## src/rtl/fully_pipelined_subtractor_pkg.sv

```systemverilog
// Shared constants and full-subtractor reference expressions for the pipelined subtractor
// and its benches.
package fully_pipelined_subtractor_pkg;

  localparam int FPS_DEFAULT_WIDTH = 32'sd4;

  // Enabled edges from operand capture to result visibility: one per borrow stage plus the output register.
  function automatic int fps_latency(input int width);
    return width + 32'sd1;
  endfunction

  // Start bit of stage 'stage' inside the packed triangle of shrinking subtrahend registers.
  function automatic int fps_b_offset(input int width, input int stage);
    return stage * width - (stage * (stage - 32'sd1)) / 32'sd2;
  endfunction

  function automatic logic fs_diff(input logic a, input logic b, input logic br);
    return a ^ b ^ br;
  endfunction

  function automatic logic fs_borrow(input logic a, input logic b, input logic br);
    return (~a & b) | (~(a ^ b) & br);
  endfunction

endpackage

```

## src/rtl/fully_pipelined_subtractor_dff.sv

```systemverilog
// Register primitive with advance enable and synchronous active-low clear.
module fully_pipelined_subtractor_dff #(
  parameter int W = 32'sd1
) (
  input  logic         clk,
  input  logic         rst_n,
  input  logic         en,
  input  logic [W-1:0] d,
  output logic [W-1:0] q
);

  // Clear wins over enable; otherwise load only when the pipeline advances.
  always_ff @(posedge clk) begin
    if (!rst_n) begin
      q <= '0;
    end else if (en) begin
      q <= d;
    end
  end

endmodule

```

## src/rtl/fully_pipelined_subtractor_fullsub.sv

```systemverilog
// One-bit combinational full subtractor: d = a - b - bi, bo = borrow out.
module fullsubtractor
  import fully_pipelined_subtractor_pkg::*;
(
  output logic bo,
  output logic d,
  input  logic a,
  input  logic b,
  input  logic bi
);

  // Single-bit difference and borrow from the shared expressions.
  always_comb begin
    d  = fs_diff(a, b, bi);
    bo = fs_borrow(a, b, bi);
  end

endmodule

```

## src/rtl/fully_pipelined_subtractor.sv

```systemverilog
// Bit-serial-in-time ripple-borrow subtractor: stage i resolves bit i, so each
// pipeline step has one full subtractor of logic.
module fully_pipelined_subtractor
  import fully_pipelined_subtractor_pkg::*;
#(
  parameter int WIDTH = FPS_DEFAULT_WIDTH
) (
  input  logic             clk,
  input  logic             rst_n,
  input  logic             en,
  input  logic             in_valid,
  input  logic [WIDTH-1:0] a,
  input  logic [WIDTH-1:0] b,
  input  logic             bin,
  output logic [WIDTH-1:0] d,
  output logic             bout,
  output logic             ovf,
  output logic             out_valid
);

  localparam int BTOT     = fps_b_offset(WIDTH, WIDTH);
  localparam int BMSB_IDX = fps_b_offset(WIDTH, WIDTH - 32'sd1) - 32'sd1;

  logic [WIDTH-1:0] word_q [WIDTH];
  logic [BTOT-1:0]  brem_q;
  logic [WIDTH-1:0] br_q;
  logic [WIDTH-1:0] vld_q;
  logic [WIDTH-1:0] diff_s;
  logic [WIDTH-1:0] bo_s;

  logic [1:0]       msb_d;
  logic [1:0]       msb_q;
  logic [WIDTH+2:0] out_d;
  logic [WIDTH+2:0] out_q;

  for (genvar i = 32'sd0; i < WIDTH; i++) begin : g_stage
    localparam int BW   = WIDTH - i;
    localparam int BOFF = fps_b_offset(WIDTH, i);

    logic [WIDTH-1:0] word_d;
    logic [BW-1:0]    brem_d;
    logic             br_d;
    logic             vld_d;

    if (i == 32'sd0) begin : g_head
      // First stage captures operands directly from the ports.
      always_comb begin
        word_d = a;
        brem_d = b;
        br_d   = bin;
        vld_d  = in_valid;
      end
    end else begin : g_body
      localparam int PBOFF = fps_b_offset(WIDTH, i - 32'sd1);

      // Previous bit replaced by its difference; its b bit is dropped.
      always_comb begin
        word_d           = word_q[i-32'sd1];
        word_d[i-32'sd1] = diff_s[i-32'sd1];
        brem_d           = brem_q[PBOFF+32'sd1 +: BW];
        br_d             = bo_s[i-32'sd1];
        vld_d            = vld_q[i-32'sd1];
      end
    end

    fully_pipelined_subtractor_dff #(.W(WIDTH)) u_word (
      .clk(clk), .rst_n(rst_n), .en(en), .d(word_d), .q(word_q[i])
    );
    fully_pipelined_subtractor_dff #(.W(BW)) u_brem (
      .clk(clk), .rst_n(rst_n), .en(en), .d(brem_d), .q(brem_q[BOFF +: BW])
    );
    fully_pipelined_subtractor_dff #(.W(32'sd1)) u_br (
      .clk(clk), .rst_n(rst_n), .en(en), .d(br_d), .q(br_q[i])
    );
    fully_pipelined_subtractor_dff #(.W(32'sd1)) u_vld (
      .clk(clk), .rst_n(rst_n), .en(en), .d(vld_d), .q(vld_q[i])
    );

    fullsubtractor u_fs (
      .bo (bo_s[i]),
      .d  (diff_s[i]),
      .a  (word_q[i][i]),
      .b  (brem_q[BOFF]),
      .bi (br_q[i])
    );
  end

  // Operand sign bits kept alongside the last stage; the MSB of the word gets overwritten there.
  always_comb begin
    msb_d = {word_q[WIDTH-32'sd2][WIDTH-32'sd1], brem_q[BMSB_IDX]};
  end

  fully_pipelined_subtractor_dff #(.W(32'sd2)) u_msb (
    .clk(clk), .rst_n(rst_n), .en(en), .d(msb_d), .q(msb_q)
  );

  // Final word, borrow, signed overflow and valid packed for the output register.
  always_comb begin
    out_d                    = '0;
    out_d[WIDTH-1:0]         = word_q[WIDTH-32'sd1];
    out_d[WIDTH-32'sd1]      = diff_s[WIDTH-32'sd1];
    out_d[WIDTH]             = bo_s[WIDTH-32'sd1];
    out_d[WIDTH+32'sd1]      = (msb_q[1] ^ msb_q[0]) & (diff_s[WIDTH-32'sd1] ^ msb_q[1]);
    out_d[WIDTH+32'sd2]      = vld_q[WIDTH-32'sd1];
  end

  fully_pipelined_subtractor_dff #(.W(WIDTH + 32'sd3)) u_out (
    .clk(clk), .rst_n(rst_n), .en(en), .d(out_d), .q(out_q)
  );

  assign d         = out_q[WIDTH-1:0];
  assign bout      = out_q[WIDTH];
  assign ovf       = out_q[WIDTH+32'sd1];
  assign out_valid = out_q[WIDTH+32'sd2];

endmodule

```

## config.mk

```make
export PLATFORM = sky130hd
export DESIGN_NAME = fully_pipelined_subtractor
export DESIGN_NICKNAME = d
export VERILOG_FILES = /design/src/rtl/fully_pipelined_subtractor_pkg.sv /design/src/rtl/fully_pipelined_subtractor_dff.sv /design/src/rtl/fully_pipelined_subtractor_fullsub.sv /design/src/rtl/fully_pipelined_subtractor.sv
export SDC_FILE = /design/constraint.sdc
export NUM_CORES = 1
export LEC_CHECK = 0
export CORE_ASPECT_RATIO = 1.2
export CORE_MARGIN = 2
export CORE_UTILIZATION = 29
export DETAILED_ROUTE_END_ITERATION = 8
export GPL_ROUTABILITY_DRIVEN = 0
export PLACE_DENSITY = 0.53
export SETUP_SLACK_MARGIN = 0.1
export SLEW_MARGIN = 5
export SYNTH_ARGS = -nofsm -noshare
export SYNTH_HDL_FRONTEND = slang
export SYNTH_HIERARCHICAL = 1
export SYNTH_SLANG_ARGS = --single-unit
```

## constraint.sdc

```tcl
create_clock -name clk -period 1.6 [get_ports clk]
set_input_delay 0.24 -clock clk [delete_from_list [all_inputs] [get_ports clk]]
set_output_delay 0.24 -clock clk [all_outputs]
set_load 0.01 [all_outputs]
```

Word-level counts from Yosys, hierarchy flattened

Cells that the tools add are included.

Word-level logic and storage cells: 49
Flip-flop bits (word level): 43

Bitwise gates (word level): 31

Operator list:

| operator      | number |
|---|---|
| $xor A1 B1 Y1 | 10 |
| $and A1 B1 Y1 | 9 |
| $not A1 Y1    | 8 |
| $or A1 B1 Y1  | 4 |

Depth between registers and ports, before layout

Word-level depth: 4
Mapped depth: 6
Gate-level depth less buffers: 6

Hierarchy

The synthesis kept the hierarchy.

Modules (own cells, without submodules):

| module                                                  | cells an instance | times used | area an instance (µm²) |
|---|---|---|---|
| fully_pipelined_subtractor_dff at g_stage[0].u_brem ... | 13                | 5          | 156.4 |
| fully_pipelined_subtractor_dff at g_stage[0].u_br ...   | 3                 | 9          | 36.3 |
| fully_pipelined_subtractor_dff at u_out                 | 22                | 1          | 265.3 |
| fully_pipelined_subtractor_dff at g_stage[2].u_brem ... | 6                 | 2          | 72.6 |
| fullsubtractor                                          | 4                 | 4          | 31.3 |
| fully_pipelined_subtractor_dff at g_stage[1].u_brem     | 9                 | 1          | 108.9 |
| fully_pipelined_subtractor                              | 3                 | 1          | 22.5 |

Worst setup path after synthesis

Ideal clock, no wire load.

Path type: register to register
From: reg g_stage[3].u_brem.q
To: reg u_out.q[5]
Cell stages (with the launch flop): 7
Arrival time: 1.198 ns
Data required time: 1.484 ns
Slack: 0.286 ns
Path buffers: 0
Cell sequence: dfxtp_1 inv_1 fa_1 nand2b_1 o21ai_2 mux2i_1 nor2b_1

Word-level cells in the longest chain between the ends: 4

Ends and longest elaborated chain:

| what                        | line                                 | text |
|---|---|---|
| start: declaration          | fully_pipelined_subtractor_dff.sv:9  | `output logic [W-1:0] q` |
| start signal: assignment    | fully_pipelined_subtractor_dff.sv:15 | `q <= '0;` |
| start signal: assignment    | fully_pipelined_subtractor_dff.sv:17 | `q <= d;` |
| $xor A1 B1 Y1 (2 in series) | fully_pipelined_subtractor_pkg.sv:18 | `return a ^ b ^ br;` |
| via diff_s[3]               | fully_pipelined_subtractor.sv:28     | `logic [WIDTH-1:0] diff_s;` |
| $xor A1 B1 Y1               | fully_pipelined_subtractor.sv:103    | `out_d[WIDTH+32'sd1] = (msb_q[1] ^ msb_q[0]) & (diff_s[WIDTH-32'sd1] ^ msb_q[1]);` |
| $and A1 B1 Y1               | fully_pipelined_subtractor.sv:103    |  |
| via out_d[5]                | fully_pipelined_subtractor.sv:33     | `logic [WIDTH+2:0] out_d;` |
| end signal: assignment      | fully_pipelined_subtractor_dff.sv:15 |  |
| end signal: assignment      | fully_pipelined_subtractor_dff.sv:17 |  |
| end: declaration            | fully_pipelined_subtractor_dff.sv:9  |  |

The timed path passes the listed nets, and every way through them passes these cells.
A chain may end at the register's enable or synchronous reset.

Final worst setup path

From: reg u_out.q[3]
To: out d[3]

RTL lines:

| what             | line                             | text |
|---|---|---|
| end: declaration | fully_pipelined_subtractor.sv:15 | `output logic [WIDTH-1:0] d,` |

No word-level cell between the ends.

==> results.yml <==
power:
  p_leak_uw: 0.0008729
  vdd_ir_drop_max_uv: 419.1
  power.total_uw: 2043
  cellPowerDensity_mw_per_mm2: 953.4
die:
  die_area_mm2: 0.006766
  core-area_mm2: 0.005973
  ios: 20
  die_x_um: 75.43
  start_util: 0.2972
  die_h_um: 89.71
  row_count: 31
global_routing:
  track_usage: 0.08634
  grt_max_degree: 44
  first_global_vias: 1029
  antenna_found_initial: 0
  grt.overflow.total: 0
  grt_first_pass_wirelength_um: 4574
finish:
  area_growth_pct: 20.72
  drive_gt1_frac: 0.06742
  fill_cells: 644
  antennaDiodeCount: 0
  nets: 194
  final_cells: 260
  final_area_mm2: 0.002143
synth:
  synthTopCellsByCount: "dfxtp_1 (43), mux2i_1 (43), nor2b_1 (43)"
  synthDistinctLibCells: 9
  ys_seq_elements: 43
  yosysTopAreaCell: "dfxtp_1"
  synth_flop_cell: "dfxtp_1"
  syn_area_mm2: 0.001775
  async_flop_share: 0
  yosysWarnings: 6
  synth_top_cell_area_share: 0.4848
  ys_seq_area_frac: 0.4848
  synth-edff-count: 0
  synth_area_per_cell_um2: 11.53
  synth_cells: 154
  synth_nets: 171
  synthTopCellsByArea: "dfxtp_1 (48%), mux2i_1 (24%), nor2b_1 (15%)"
cts:
  cts-root-buf: "clkbuf_8"
  cts_sinks: 43
  numCtsBuffers: 5
  cts_tree: "yes"
  clock_latency_ns: 0.28
  hold_buffers: 0
  cts.clk_slew.worst_paths_ns: 0.08
  h-tree-depth: 2
  cts_buffer_depth: 2
  cts_resized: 0
  postCtsSetupBuffers: 0
routing:
  drc: 0
  totalWireLength_um: 2711
  vias_per_cell: 4.046
  routed_wire_length_per_instance_um: 10.43
  vias: 1052
  drt-initial-drc-count: 42
  ant_nets: 0
  drtPass1Iterations: 2
sta:
  fin_hold_ws_ns: 0.4485
  fin_tns_setup_ns: 0
  period_share: 0.8751
  period_minus_slack_ns: 1.400
  fmax_mhz: 714.2
  worstMarginPinSlew_ns: 0.3401
  slew_headroom: 0.7732
  finalHoldViolCount: 0
  setup_viol: 0
  maxSlewViolCount: 0
  rsz0062_at_grt: "false"
  skew_ns: 0.003473
setup_path:
  crit_cells: 1
  cp.required_ns: 1.36
  endpoint_kind: "output port"
  path_class: "reg2out"
  cp_max_fo: 2
  arrival_ns: 1.16
  cp-start-kind: "flip-flop"
  crit_slowest_cell: "clkdlybuf4s50_1"
  critPathMaxStageDelay_ns: 0.53
  crit_buf_inv: 1
  crit_family: "buffers and inverters"
  path_cells: "clkdlybuf4s50_1"
  r2r-end: "u_out/q[5]"
  reg2reg_slack_ns: 0.21
  r2r_cells: 6
  reg2reg_from: "g_stage[3].u_brem/q"
place:
  placed_cells: 252
  io_buffers: 19
  placed_area_mm2: 0.002043
  hpwlAfterDp_um: 1820
hold_path:
  min_to: "g_stage[3].u_word/q[2]"
  min_path_cells: 3
  min-delay-start: "en"
  hold_class: "in2reg"
status:
  outcome: "complete, no violations"
run:
  drv_cap: 0
## flip-flops by register name (all words and copies together) (netlist names)
| signal | count |
|---|---|
| u_msb/q | 2 |
| g_stage.u_brem/q | 10 |
| g_stage.u_br/q | 4 |
| g_stage.u_word/q | 16 |
| g_stage.u_vld/q | 4 |
| u_out/q | 7 |
## placed cells by master (no fill, tap or decap)
cell type         n
nand3b_1          1
clkdlybuf4s50_1  18
mux2i_1          43
o21ai_2           1
fa_1              4
buf_12            2
buf_2             1
clkbuf_8          7
nor2b_1          43
inv_1            12
buf_4             1
clkbuf_1          1
dfxtp_1          43
nand2b_1          1
## where the power goes
| group | leakage (uW) | internal (uW) | switching [uW] | total, uW |
|---|---|---|---|---|
| registers | 0.000350 | 1100 | 18.9 | 1120 |
| logic | 0.000472 | 107 | 74.7 | 182 |
| clock network | 0.0000515 | 394 | 344 | 738 |
| total | 0.000873 | 1610 | 438 | 2040 |
## worst max path at each step
stage                            end  slack (ns)           startpoint
final                           d[3]        0.20           u_out/q[3]
after global routing      u_out/q[5]        0.14  g_stage[3].u_brem/q
after CTS                       d[0]        0.17           u_out/q[0]
after detailed placement  u_out/q[5]        0.19  g_stage[3].u_brem/q
after global placement    u_out/q[5]        0.25  g_stage[3].u_brem/q
after floorplan           u_out/q[5]        0.29  g_stage[3].u_brem/q
## cell families after synthesis
logic type / synth area share
and+or+nand+nor: 0.1593
muxes: 0.2424
DFF: 0.4849
buffers and inverters: 0.06342
adders and majority gates: 0.04510
AOI/OAI and AO/OA: 0.004934
## stage by stage
| stage | utilization | setup slack [ns] |
|---|---|---|
| final | 0.3588 | 0.1999 |
| after global routing | 0.3588 | 0.1374 |
| after CTS | 0.3588 | 0.1711 |
| after detailed placement | 0.3421 | 0.1883 |
| after global placement | 0.3421 | 0.2517 |
| after floorplan | - | 0.2856 |
## metal layers
metal	track usage	wire, um
met2	0.1384	1350
met4	0.04825	70
met3	0.02130	87
met5	0	0
met1	0.1020	1202
## final cells by class
class | instances | area [um^2] | share of cell area
flip-flops and latches | 43 | 860.8 | 0.4016
multi-input cells | 93 | 802.0 | 0.3742
repair buffers | 22 | 232.7 | 0.1086
well taps | 82 | 102.6 | 0.04787
clock buffers | 8 | 100.1 | 0.04670
inverters | 12 | 45.04 | 0.02102
Power figures use the tool's default switching activity.
